--- config.mk ---
export PLATFORM = sky130hd
export DESIGN_NAME = word_scramble_ctrl
export DESIGN_NICKNAME = d
export VERILOG_FILES = /design/src/rtl/word_scramble_pkg.sv /design/src/rtl/scram_lfsr.sv /design/src/rtl/word_scramble_ctrl.sv
export SDC_FILE = /design/constraint.sdc
export NUM_CORES = 1
export LEC_CHECK = 0
export BUFFER_PORTS_ARGS = -buffer_cell sky130_fd_sc_hd__buf_2
export CAP_MARGIN = 20
export CORE_MARGIN = 2
export CORE_UTILIZATION = 59
export DETAILED_ROUTE_END_ITERATION = 8
export PLACE_DENSITY_LB_ADDON = 0.12
export SYNTH_ARGS = -nofsm -noshare
export SYNTH_HDL_FRONTEND = slang
export SYNTH_HIERARCHICAL = 1
export SYNTH_SLANG_ARGS = --single-unit
--- constraint.sdc ---
create_clock -name clk -period 9.6 [get_ports clk]
set_input_delay 0.48 -clock clk [delete_from_list [all_inputs] [get_ports clk]]
set_output_delay 0.48 -clock clk [all_outputs]
set_load 0.01 [all_outputs]
--- src/rtl/word_scramble_pkg.sv ---
// Shared types and constants for the word scramble controller.
// Holds the FSM state encoding, default geometry, the LFSR polynomial,
// letter code constants and the LFSR step helper.
package word_scramble_pkg;

  localparam int unsigned MAX_LETT_DEF = 6;
  localparam int unsigned LETT_W_DEF   = 5;

  // x^8 + x^6 + x^5 + x^4 + 1 in right-shifting Galois form
  localparam logic [7:0] LFSR_POLY = 8'hB8;

  localparam logic [4:0] LETT_BLANK = 5'd0;
  localparam logic [4:0] LETT_A     = 5'd1;

  typedef enum logic [1:0] {
    ST_IDLE     = 2'd0,
    ST_SCRAMBLE = 2'd1,
    ST_FIXUP    = 2'd2,
    ST_CHECK    = 2'd3
  } state_e;

  // One Galois step: shift right, fold the polynomial in when a one falls out.
  function automatic logic [7:0] lfsr_step(input logic [7:0] cur);
    logic [7:0] nxt;
    if (cur[0]) begin
      nxt = (cur >> 1) ^ LFSR_POLY;
    end else begin
      nxt = cur >> 1;
    end
    return nxt;
  endfunction

endpackage

--- src/rtl/scram_lfsr.sv ---
// 8-bit Galois LFSR that supplies swap indices during a scramble pass.
// Advances only while adv_i is high; reset restores the seed.
module scram_lfsr
  import word_scramble_pkg::*;
#(
  parameter logic [7:0] SEED = 8'hA5
) (
  input  logic       clk,
  input  logic       rst,
  input  logic       adv_i,
  output logic [7:0] lfsr_o
);

  logic [7:0] lfsr_q;

  // LFSR state register: hold unless asked to advance
  always_ff @(posedge clk or negedge rst) begin
    if (!rst) begin
      lfsr_q <= SEED;
    end else if (adv_i) begin
      lfsr_q <= lfsr_step(lfsr_q);
    end else begin
      lfsr_q <= lfsr_q;
    end
  end

  assign lfsr_o = lfsr_q;

endmodule

--- src/rtl/word_scramble_ctrl.sv ---
// Puzzle word owner: loads the target, scrambles it with LFSR-driven swaps,
// applies player flips and flags when the working word matches the target.
// Optional feature macro: SCRAM_SWAP_COUNT_EN adds the swap_cnt output
// (accepted flips since the last scramble or load, saturating at 255).
module word_scramble_ctrl
  import word_scramble_pkg::*;
#(
  parameter int unsigned MAX_LETT    = MAX_LETT_DEF,
  parameter int unsigned LETT_W      = LETT_W_DEF,
  parameter int unsigned SCRAM_SWAPS = 8,
  parameter logic [7:0]  LFSR_SEED   = 8'hA5
) (
  input  logic                       clk,
  input  logic                       rst,
  input  logic                       load_pls,
  input  logic [MAX_LETT*LETT_W-1:0] word_in,
  input  logic [2:0]                 lett_num,
  input  logic                       scram_pls,
  input  logic                       flip_pls,
  input  logic [2:0]                 ind1,
  input  logic [2:0]                 ind2,
  output logic                       busy,
  output logic                       is_correct,
  output logic                       flip_err,
  output logic [MAX_LETT*LETT_W-1:0] word_out
`ifdef SCRAM_SWAP_COUNT_EN
  ,
  output logic [7:0]                 swap_cnt
`endif
);

  localparam int unsigned WORD_W  = MAX_LETT * LETT_W;
  localparam int unsigned SWP_W   = $clog2(SCRAM_SWAPS + 1);
  localparam logic [2:0]  CNT_MAX = 3'(MAX_LETT);

  state_e             state_q, state_d;
  logic [WORD_W-1:0]  word_q, word_d;
  logic [WORD_W-1:0]  target_q, target_d;
  logic [2:0]         count_q, count_d;
  logic [SWP_W-1:0]   swaps_q, swaps_d;
  logic               busy_q, busy_d;
  logic               is_correct_q, is_correct_d;
  logic               flip_err_q, flip_err_d;
`ifdef SCRAM_SWAP_COUNT_EN
  logic [7:0]         swap_cnt_q, swap_cnt_d;
`endif

  logic [7:0]         lfsr_s;
  logic               lfsr_adv_s;
  logic [2:0]         raw_a_s, raw_b_s, a_s, b_red_s, b_s;
  logic [2:0]         count_ld_s;
  logic [WORD_W-1:0]  load_word_s;
  logic [WORD_W-1:0]  active_mask_s;

  // Exchange two letter slots; slot selection uses constant part-selects only.
  function automatic logic [WORD_W-1:0] swap_slots(input logic [WORD_W-1:0] w,
                                                   input logic [2:0] x,
                                                   input logic [2:0] y);
    logic [WORD_W-1:0] r;
    logic [LETT_W-1:0] lx, ly;
    lx = '0;
    ly = '0;
    for (int i = 0; i < int'(MAX_LETT); i++) begin
      if (3'(i) == x) lx = w[i*LETT_W +: LETT_W];
      else            lx = lx;
      if (3'(i) == y) ly = w[i*LETT_W +: LETT_W];
      else            ly = ly;
    end
    r = w;
    for (int i = 0; i < int'(MAX_LETT); i++) begin
      if (3'(i) == x)      r[i*LETT_W +: LETT_W] = ly;
      else if (3'(i) == y) r[i*LETT_W +: LETT_W] = lx;
      else                 r[i*LETT_W +: LETT_W] = w[i*LETT_W +: LETT_W];
    end
    return r;
  endfunction

  scram_lfsr #(.SEED(LFSR_SEED)) u_lfsr (
    .clk    (clk),
    .rst    (rst),
    .adv_i  (lfsr_adv_s),
    .lfsr_o (lfsr_s)
  );

  // Reduce the LFSR fields into two distinct in-range slot indices
  always_comb begin
    raw_a_s = lfsr_s[2:0];
    raw_b_s = lfsr_s[5:3];
    if (raw_a_s >= count_q) a_s = raw_a_s - count_q;
    else                    a_s = raw_a_s;
    if (raw_b_s >= count_q) b_red_s = raw_b_s - count_q;
    else                    b_red_s = raw_b_s;
    if (b_red_s == a_s) begin
      if (a_s + 3'd1 >= count_q) b_s = 3'd0;
      else                       b_s = a_s + 3'd1;
    end else begin
      b_s = b_red_s;
    end
  end

  // Load-time word with unused slots blanked, active-slot mask, clamped count
  always_comb begin
    load_word_s   = '0;
    active_mask_s = '0;
    for (int i = 0; i < int'(MAX_LETT); i++) begin
      if (i < int'(lett_num)) load_word_s[i*LETT_W +: LETT_W] = word_in[i*LETT_W +: LETT_W];
      else                    load_word_s[i*LETT_W +: LETT_W] = '0;
      if (i < int'(count_q))  active_mask_s[i*LETT_W +: LETT_W] = '1;
      else                    active_mask_s[i*LETT_W +: LETT_W] = '0;
    end
    if (lett_num < 3'd4)          count_ld_s = 3'd4;
    else if (lett_num > CNT_MAX)  count_ld_s = CNT_MAX;
    else                          count_ld_s = lett_num;
  end

  // Next-state logic: load overrides everything, then per-state sequencing
  always_comb begin
    state_d      = state_q;
    word_d       = word_q;
    target_d     = target_q;
    count_d      = count_q;
    swaps_d      = swaps_q;
    is_correct_d = 1'b0;
    flip_err_d   = 1'b0;
    lfsr_adv_s   = 1'b0;
`ifdef SCRAM_SWAP_COUNT_EN
    swap_cnt_d   = swap_cnt_q;
`endif
    if (load_pls) begin
      state_d  = ST_IDLE;
      word_d   = load_word_s;
      target_d = load_word_s;
      count_d  = count_ld_s;
      swaps_d  = '0;
`ifdef SCRAM_SWAP_COUNT_EN
      swap_cnt_d = 8'd0;
`endif
    end else begin
      case (state_q)
        ST_IDLE: begin
          if (scram_pls) begin
            state_d = ST_SCRAMBLE;
            swaps_d = '0;
`ifdef SCRAM_SWAP_COUNT_EN
            swap_cnt_d = 8'd0;
`endif
          end else if (flip_pls) begin
            if ((ind1 >= count_q) || (ind2 >= count_q)) begin
              flip_err_d = 1'b1;
            end else begin
              word_d  = swap_slots(word_q, ind1, ind2);
              state_d = ST_CHECK;
`ifdef SCRAM_SWAP_COUNT_EN
              if (swap_cnt_q == 8'hFF) swap_cnt_d = 8'hFF;
              else                     swap_cnt_d = swap_cnt_q + 8'd1;
`endif
            end
          end else begin
            state_d = ST_IDLE;
          end
        end
        ST_SCRAMBLE: begin
          lfsr_adv_s = 1'b1;
          word_d     = swap_slots(word_q, a_s, b_s);
          swaps_d    = swaps_q + SWP_W'(1);
          if (swaps_q == SWP_W'(SCRAM_SWAPS - 1)) state_d = ST_FIXUP;
          else                                     state_d = ST_SCRAMBLE;
        end
        ST_FIXUP: begin
          // Never hand the player an already-solved word if a swap can fix it
          if ((word_q == target_q) &&
              (word_q[LETT_W-1:0] != word_q[2*LETT_W-1:LETT_W])) begin
            word_d = swap_slots(word_q, 3'd0, 3'd1);
          end else begin
            word_d = word_q;
          end
          state_d = ST_IDLE;
        end
        ST_CHECK: begin
          is_correct_d = (((word_q ^ target_q) & active_mask_s) == '0);
          state_d      = ST_IDLE;
        end
        default: begin
          state_d = ST_IDLE;
        end
      endcase
    end
    busy_d = (state_d != ST_IDLE);
  end

  // State and output registers
  always_ff @(posedge clk or negedge rst) begin
    if (!rst) begin
      state_q      <= ST_IDLE;
      word_q       <= '0;
      target_q     <= '0;
      count_q      <= CNT_MAX;
      swaps_q      <= '0;
      busy_q       <= 1'b0;
      is_correct_q <= 1'b0;
      flip_err_q   <= 1'b0;
`ifdef SCRAM_SWAP_COUNT_EN
      swap_cnt_q   <= 8'd0;
`endif
    end else begin
      state_q      <= state_d;
      word_q       <= word_d;
      target_q     <= target_d;
      count_q      <= count_d;
      swaps_q      <= swaps_d;
      busy_q       <= busy_d;
      is_correct_q <= is_correct_d;
      flip_err_q   <= flip_err_d;
`ifdef SCRAM_SWAP_COUNT_EN
      swap_cnt_q   <= swap_cnt_d;
`endif
    end
  end

  assign busy       = busy_q;
  assign is_correct = is_correct_q;
  assign flip_err   = flip_err_q;
  assign word_out   = word_q;
`ifdef SCRAM_SWAP_COUNT_EN
  assign swap_cnt   = swap_cnt_q;
`endif

endmodule

# --- Yosys cells after proc, flatten, opt, wreduce, memory -nomap -nowiden ---
# Index checks and enable logic that the tools add are counted.
classes:
  n_addsub: 4
  order_cmp: 19
  eq_ne: 45
  mux: 91
  n_bitwise: 3
  reduce_logical: 19
ops:
  columns: ["operator", "n"]
  rows:
  - ["$mux 5", 60]
  - ["$mux 30", 4]
  - ["$pmux 30 s3", 1]
  - ["$ne 4x4->1 const B", 12]
  - ["$reduce_and 7->1", 6]
  - ["$and 30x30->30", 1]
  - ["$eq 30x30->1", 1]
  - ["$logic_not 30->1", 1]
  - ["$xor 30x30->30", 1]
  - ["$eq 2x3->1 const A", 8]
  - ["$eq 3x3->1 const A", 8]
  - ["$mux 3", 6]
  - ["$ge 3x3->1", 5]
  - ["$ne 3x3->1 const B", 5]
  - ["$eq 1x3->1 const A", 4]
  - ["$logic_not 3->1", 4]
  - ["$lt 1x3->1 const A", 4]
  - ["$lt 2x3->1 const A", 4]
  - ["$lt 3x3->1 const A", 4]
  - ["$mux 10", 1]
  - ["$mux 2", 5]
  - ["$mux 1", 9]
  - ["$mux 4", 2]
  - ["$mux 8", 1]
  - ["other kinds (22)", 24]
word_totals:
  ff_bits: 80
  inputBits: 44
  elab_cells: 195

# --- Longest topological paths before layout ---
logic_depth:
  ltp_word: 16
  ltp_mapped: 22
  depth_no_buf: 19

# --- Modules after synthesis ---
# The synthesis kept the hierarchy.
by_module_without_submodules:
  columns: ["mod", "n_inst", "cells_each", "area_per_inst_um2", "seq_area_each_um2"]
  rows:
  - ["word_scramble_ctrl", 1, 888, 6870.3, 1804.2]
  - ["scram_lfsr", 1, 23, 321.6, 205.2]

# --- Least setup slack after synthesis ---
# Ideal clock, no wire load.
synth_timing:
  kind: "flip-flop to flip-flop"
  start: "register count_q[1]"
  end: "register word_q[22] (netlist: word_out[22])"
  setup_time_ns: 0.150
  arrival_ns: 4.555
  required_ns: 9.450
  slack_ns: 4.895
  path_stages_with_launch: 18
  synth_period_minus_slack_ns: 4.705
  cell_sequence: "dfstp_2 > inv_1 > fa_1 > nand2b_1 > o211ai_1 > inv_1 > clkbuf_1 > ha_1 > inv_1 > ha_1 > a211o_1 > o31a_1 > o21ai_1 > buf_4 > mux2_1 > a221o_2 > a2111oi_2 > a221oi_1"
synth_between:
  elab_chain_len: 16
  elab_cells_between_ends: 45
synth_lines:
  columns: ["item", "line", "rtl"]
  rows:
  - ["start, declared", "word_scramble_ctrl.sv:39", "logic [2:0] count_q, count_d;"]
  - ["start signal, assigned", "word_scramble_ctrl.sv:209", "count_q <= count_d;"]
  - ["$sub 3x3->3 or $ge 3x3->1 (tied branches)", "word_scramble_ctrl.sv:89", "if (raw_a_s >= count_q) a_s = raw_a_s - count_q;"]
  - ["$mux 3", "word_scramble_ctrl.sv:89", null]
  - ["$add 3x1->3", "word_scramble_ctrl.sv:94, word_scramble_ctrl.sv:95", null]
  - ["$ge 3x3->1", "word_scramble_ctrl.sv:94", "if (a_s + 3'd1 >= count_q) b_s = 3'd0;"]
  - ["$mux 3", "word_scramble_ctrl.sv:94", null]
  - ["$mux 3", "word_scramble_ctrl.sv:93", "if (b_red_s == a_s) begin"]
  - ["$logic_not 3->1", "word_scramble_ctrl.sv:66", "if (3'(i) == y) ly = w[i*LETT_W +: LETT_W];"]
  - ["$mux 5 (6 in series)", "word_scramble_ctrl.sv:66", null]
  - ["$mux 5", "word_scramble_ctrl.sv:71", "if (3'(i) == x) r[i*LETT_W +: LETT_W] = ly;"]
  - ["$pmux 30 s3", "word_scramble_ctrl.sv:139", "case (state_q)"]
  - ["$mux 30", "word_scramble_ctrl.sv:129", "if (load_pls) begin"]
  - ["end signal, assigned", "word_scramble_ctrl.sv:207", "word_q <= word_d;"]
  - ["end, declared", "word_scramble_ctrl.sv:37", "logic [WORD_W-1:0] word_q, word_d;"]
# Several ways; a longest one is shown, not always the timed one. The select of a mux whose other input is x is not followed.
# A chain may end at the register's enable or synchronous reset.

# --- Worst setup path after layout ---
layout_timing:
  start: "register count_q[0]"
  end: "register word_q[26] (netlist: word_out[26])"
# The elaborated chain is that of the path after synthesis.

==> summary.txt <==
Clock tree
  – Reg clk slew, reported paths: about 0.07 ns
  – # clock sinks: 80
  – Worst-skew pair later-pin latency: 0.36 ns
  – Clock Tree Root: clkbuf_16
  – TritonCTS Buffers: 9
  – CTS H-tree lvls: 3
  – Post-CTS Setup Inserts: 0
  – Cts hold-fix bufs: 0
  – TritonCTS clock tree: built
  – Maximum clock path buffer count: 2
  – CTS resizes: 0

Setup path
  – Crit path capture: word_out[26]$_DFFE_PN0P_
  – Critical path class: flip-flop to flip-flop
  – WP data required: 9.85 ns
  – Worst reg2reg startpoint: count_q[0]$_DFFE_PN0P_
  – Critical Path Source Type: flip-flop
  – Worst Setup End Kind: flip-flop
  – Worst r2r path cells: 18
  – CP Max Fanout: 15
  – CP arrival: 6.01 ns
  – Reg-to-reg endpoint: word_out[26]$_DFFE_PN0P_
  – Crit. Startpoint: count_q[0]$_DFFE_PN0P_
  – R2r setup slk: 3.83 ns

Route
  – Vias per Instance: 7.16
  – Routed WL per cell: 25.3 µm
  – DR iter-0 viols: 1,251
  – 1st-pass router iterations: 7
  – Post-DRT Antenna Nets: 0
  – Residual DRC count: 0
  – Final wirelength: 27,700 µm
  – DR vias: 7,825

Global routing
  – GRT Total Usage: a little over two fifths
  – First-pass GRT wire length: around 42,000 µm
  – GRT overflow: 0
  – Largest net degree at the start of global routing: just over 80
  – Antenna violations before repair: 0
  – Vias in the first global route: 7,220

Placed design
  – DPL Wire Length: 20,200 µm
  – Routability Congestion: 1.05
  – IO buf count: 76

Synth
  – Most frequent cell after synthesis: nand2_1
  – Register area share after synthesis: 27.9%
  – Post-Syn Area: 7190 µm²
  – Synth Area per Inst: 7.89 µm²
  – Area leader, netlist: dfrtp_1
  – YS warnings: 6
  – Synth top cells by count: nand2_1, nor2_1, o21ai_0
  – Post-synth cell types: 76
  – Top cell type's share of synthesized area: 25.7%
  – Main synth FF type: dfrtp_1
  – Number of synthesized flops with an enable pin: 0
  – Number of synthesized register bits: 80
  – Syn Inst Count: 911
  – Top post-synthesis cells by area: dfrtp_1, nand2_1, o21ai_0
  – Ys async rst share: 100%
  – Post-Syn Nets: 982

Timing
  – Slew at the pin with the worst max-slew slack: 1.13 ns
  – Peak Freq: 173 MHz
  – Fin crit share: 60.1%
  – Setup TNS: 0 ns
  – RSZ-0062 raised after global routing: no
  – Min Tclk post-route: around 5.8 ns
  – Final Max Slew Viols: 0
  – Worst slew margin: 24.0%
  – Setup Skew: 0.00763 ns
  – Final setup vio count: 0
  – Fin. Hold Viols: 0

Final layout
  – Layout fillers: 1,017
  – Share of cells above drive strength 1: 15.1%
  – Layout area overhead: 9.20%
  – Core Util, Final: 65.7%
  – NumNets Final: 1,012
  – Diodes inserted: 0

Floorplan
  – Cell Rows: 40
  – Die H: 114 µm
  – I/O pin count: 77
  – Die W: approximately 110 µm
  – Initial Util: 60.1%
  – Die area: 13,100 µm²
  – Core area: roughly 12,000 µm²

Power and ir drop
  – Pwr Density: 446 nW/µm²
  – Worst ir drop on vdd: 0.000268 V
  – Leakage: roughly 3.4 nW

Job
  – # Max-Cap Violations: 0

Worst hold path
  – Hold/Removal Path Class: input pin to asynchronous set/reset pin

Outcome
  – Status: finished clean
logic make-up (layout without fill, tap and decap cells):
logic type | after synthesis | after routing | share of synthesized area [%]
buffers and inverters | 122 | 157 | 6.72
xor gates and xnor gates | 40 | 40 | 4.98
DFF | 80 | 80 | 27.9
and+or+nand+nor | 292 | 292 | 18.4
AOI/OAI and AO/OA | 302 | 302 | 29.1
adders and majority gates | 27 | 27 | 4.91
muxes | 48 | 48 | 7.93
flip-flops by register name (all words and copies together), names as in the netlist:
signal and flops:
flip_err 1, busy 1, word_out 30, target_q 30, state_q 2, u_lfsr/lfsr_o 8
is_correct 1, swaps_q 4, count_q 3
worst max-delay path: stages (launching register included):
cell and delay (ns):
dfrtp_1 0.55, ha_1 0.23, inv_1 0.05, fa_1 0.40, mux2i_1 0.17, o21ai_0 0.11, o211ai_1 0.11, buf_4 0.24
inv_1 0.22, ha_1 0.39, inv_1 0.06, ha_1 0.31, a211o_1 0.36, o31a_1 0.30, o21ai_1 0.76, nand3_1 0.39
a31o_2 0.41, or2_1 0.28, o31ai_1 0.31
stage by stage:
step	area [µm²]	std cells	worst slack (ns)	total power, mW	hold WS (ns)
finish	7850	1093	3.83	3.50	0.0915
global route	7850	1093	3.58	3.67	0.132
CTS	7830	1091	4.01	3.37	0.344
detailed placement	7540	1075	4.03	3.02	0.503
global placement	7540	1075	4.27	2.97	0.489
floorplan	7190	911	4.90	2.32	0.184
power by group:
| group | switching [mW] | total (mW) | internal, mW | leakage, nW |
|---|---|---|---|---|
| logic | 1.66 | 2.50 | 0.836 | 2.27 |
| clock network | 0.159 | 0.340 | 0.181 | 0.139 |
| registers | 0.233 | 0.665 | 0.432 | 1.01 |
worst min path at each step:
| stage | start | to | slack (ns) |
|---|---|---|---|
| floorplan | rst | busy$_DFF_PN0_ | 0.18 |
| global placement | target_q[19]$_DFFE_PN0P_ | target_q[19]$_DFFE_PN0P_ | 0.49 |
| detailed placement | target_q[16]$_DFFE_PN0P_ | target_q[16]$_DFFE_PN0P_ | 0.50 |
| CTS | rst | u_lfsr/lfsr_o[3]$_DFFE_PN0P_ | 0.34 |
| global route | rst | u_lfsr/lfsr_o[4]$_DFFE_PN0P_ | 0.13 |
| finish | rst | u_lfsr/lfsr_o[4]$_DFFE_PN0P_ | 0.09 |
placed cells by master, fill, tap and decap left out, types with 11 or more instances in the layout:
master / count
buf_2: 75
o21a_1: 14
a22oi_1: 13
o21ai_0: 77
nor2b_1: 12
a31oi_1: 18
nand2_1: 108
nand3_1: 28
mux2_2: 11
xor2_1: 17
nand2b_1: 13
nor3_1: 18
xnor2_1: 22
a21oi_1: 56
nor2_1: 79
ha_1: 25
inv_1: 55
dfrtp_1: 74
mux2i_1: 30
routing by layer:
metal  vias up  routed length (µm)  global-route usage (%)
met5         -                   0                       0
met4         0                1460                    21.9
met3       122                3530                    12.8
met2       617               12000                    63.3
met1      3711               10700                    56.6
li1       3375                   -                       -
final cells by class:
| cell class | instances | area, µm² | area share [%] |
|---|---|---|---|
| sequential | 80 | 2010 | 25.6 |
| clock buffer | 9 | 225 | 2.87 |
| tap | 147 | 184 | 2.34 |
| multi-input combinational | 709 | 4700 | 59.8 |
| inverter | 56 | 210 | 2.68 |
| timing repair buffer | 85 | 463 | 5.89 |
| clock inverter | 7 | 62.6 | 0.797 |
(Power assumes the default switching activity.)
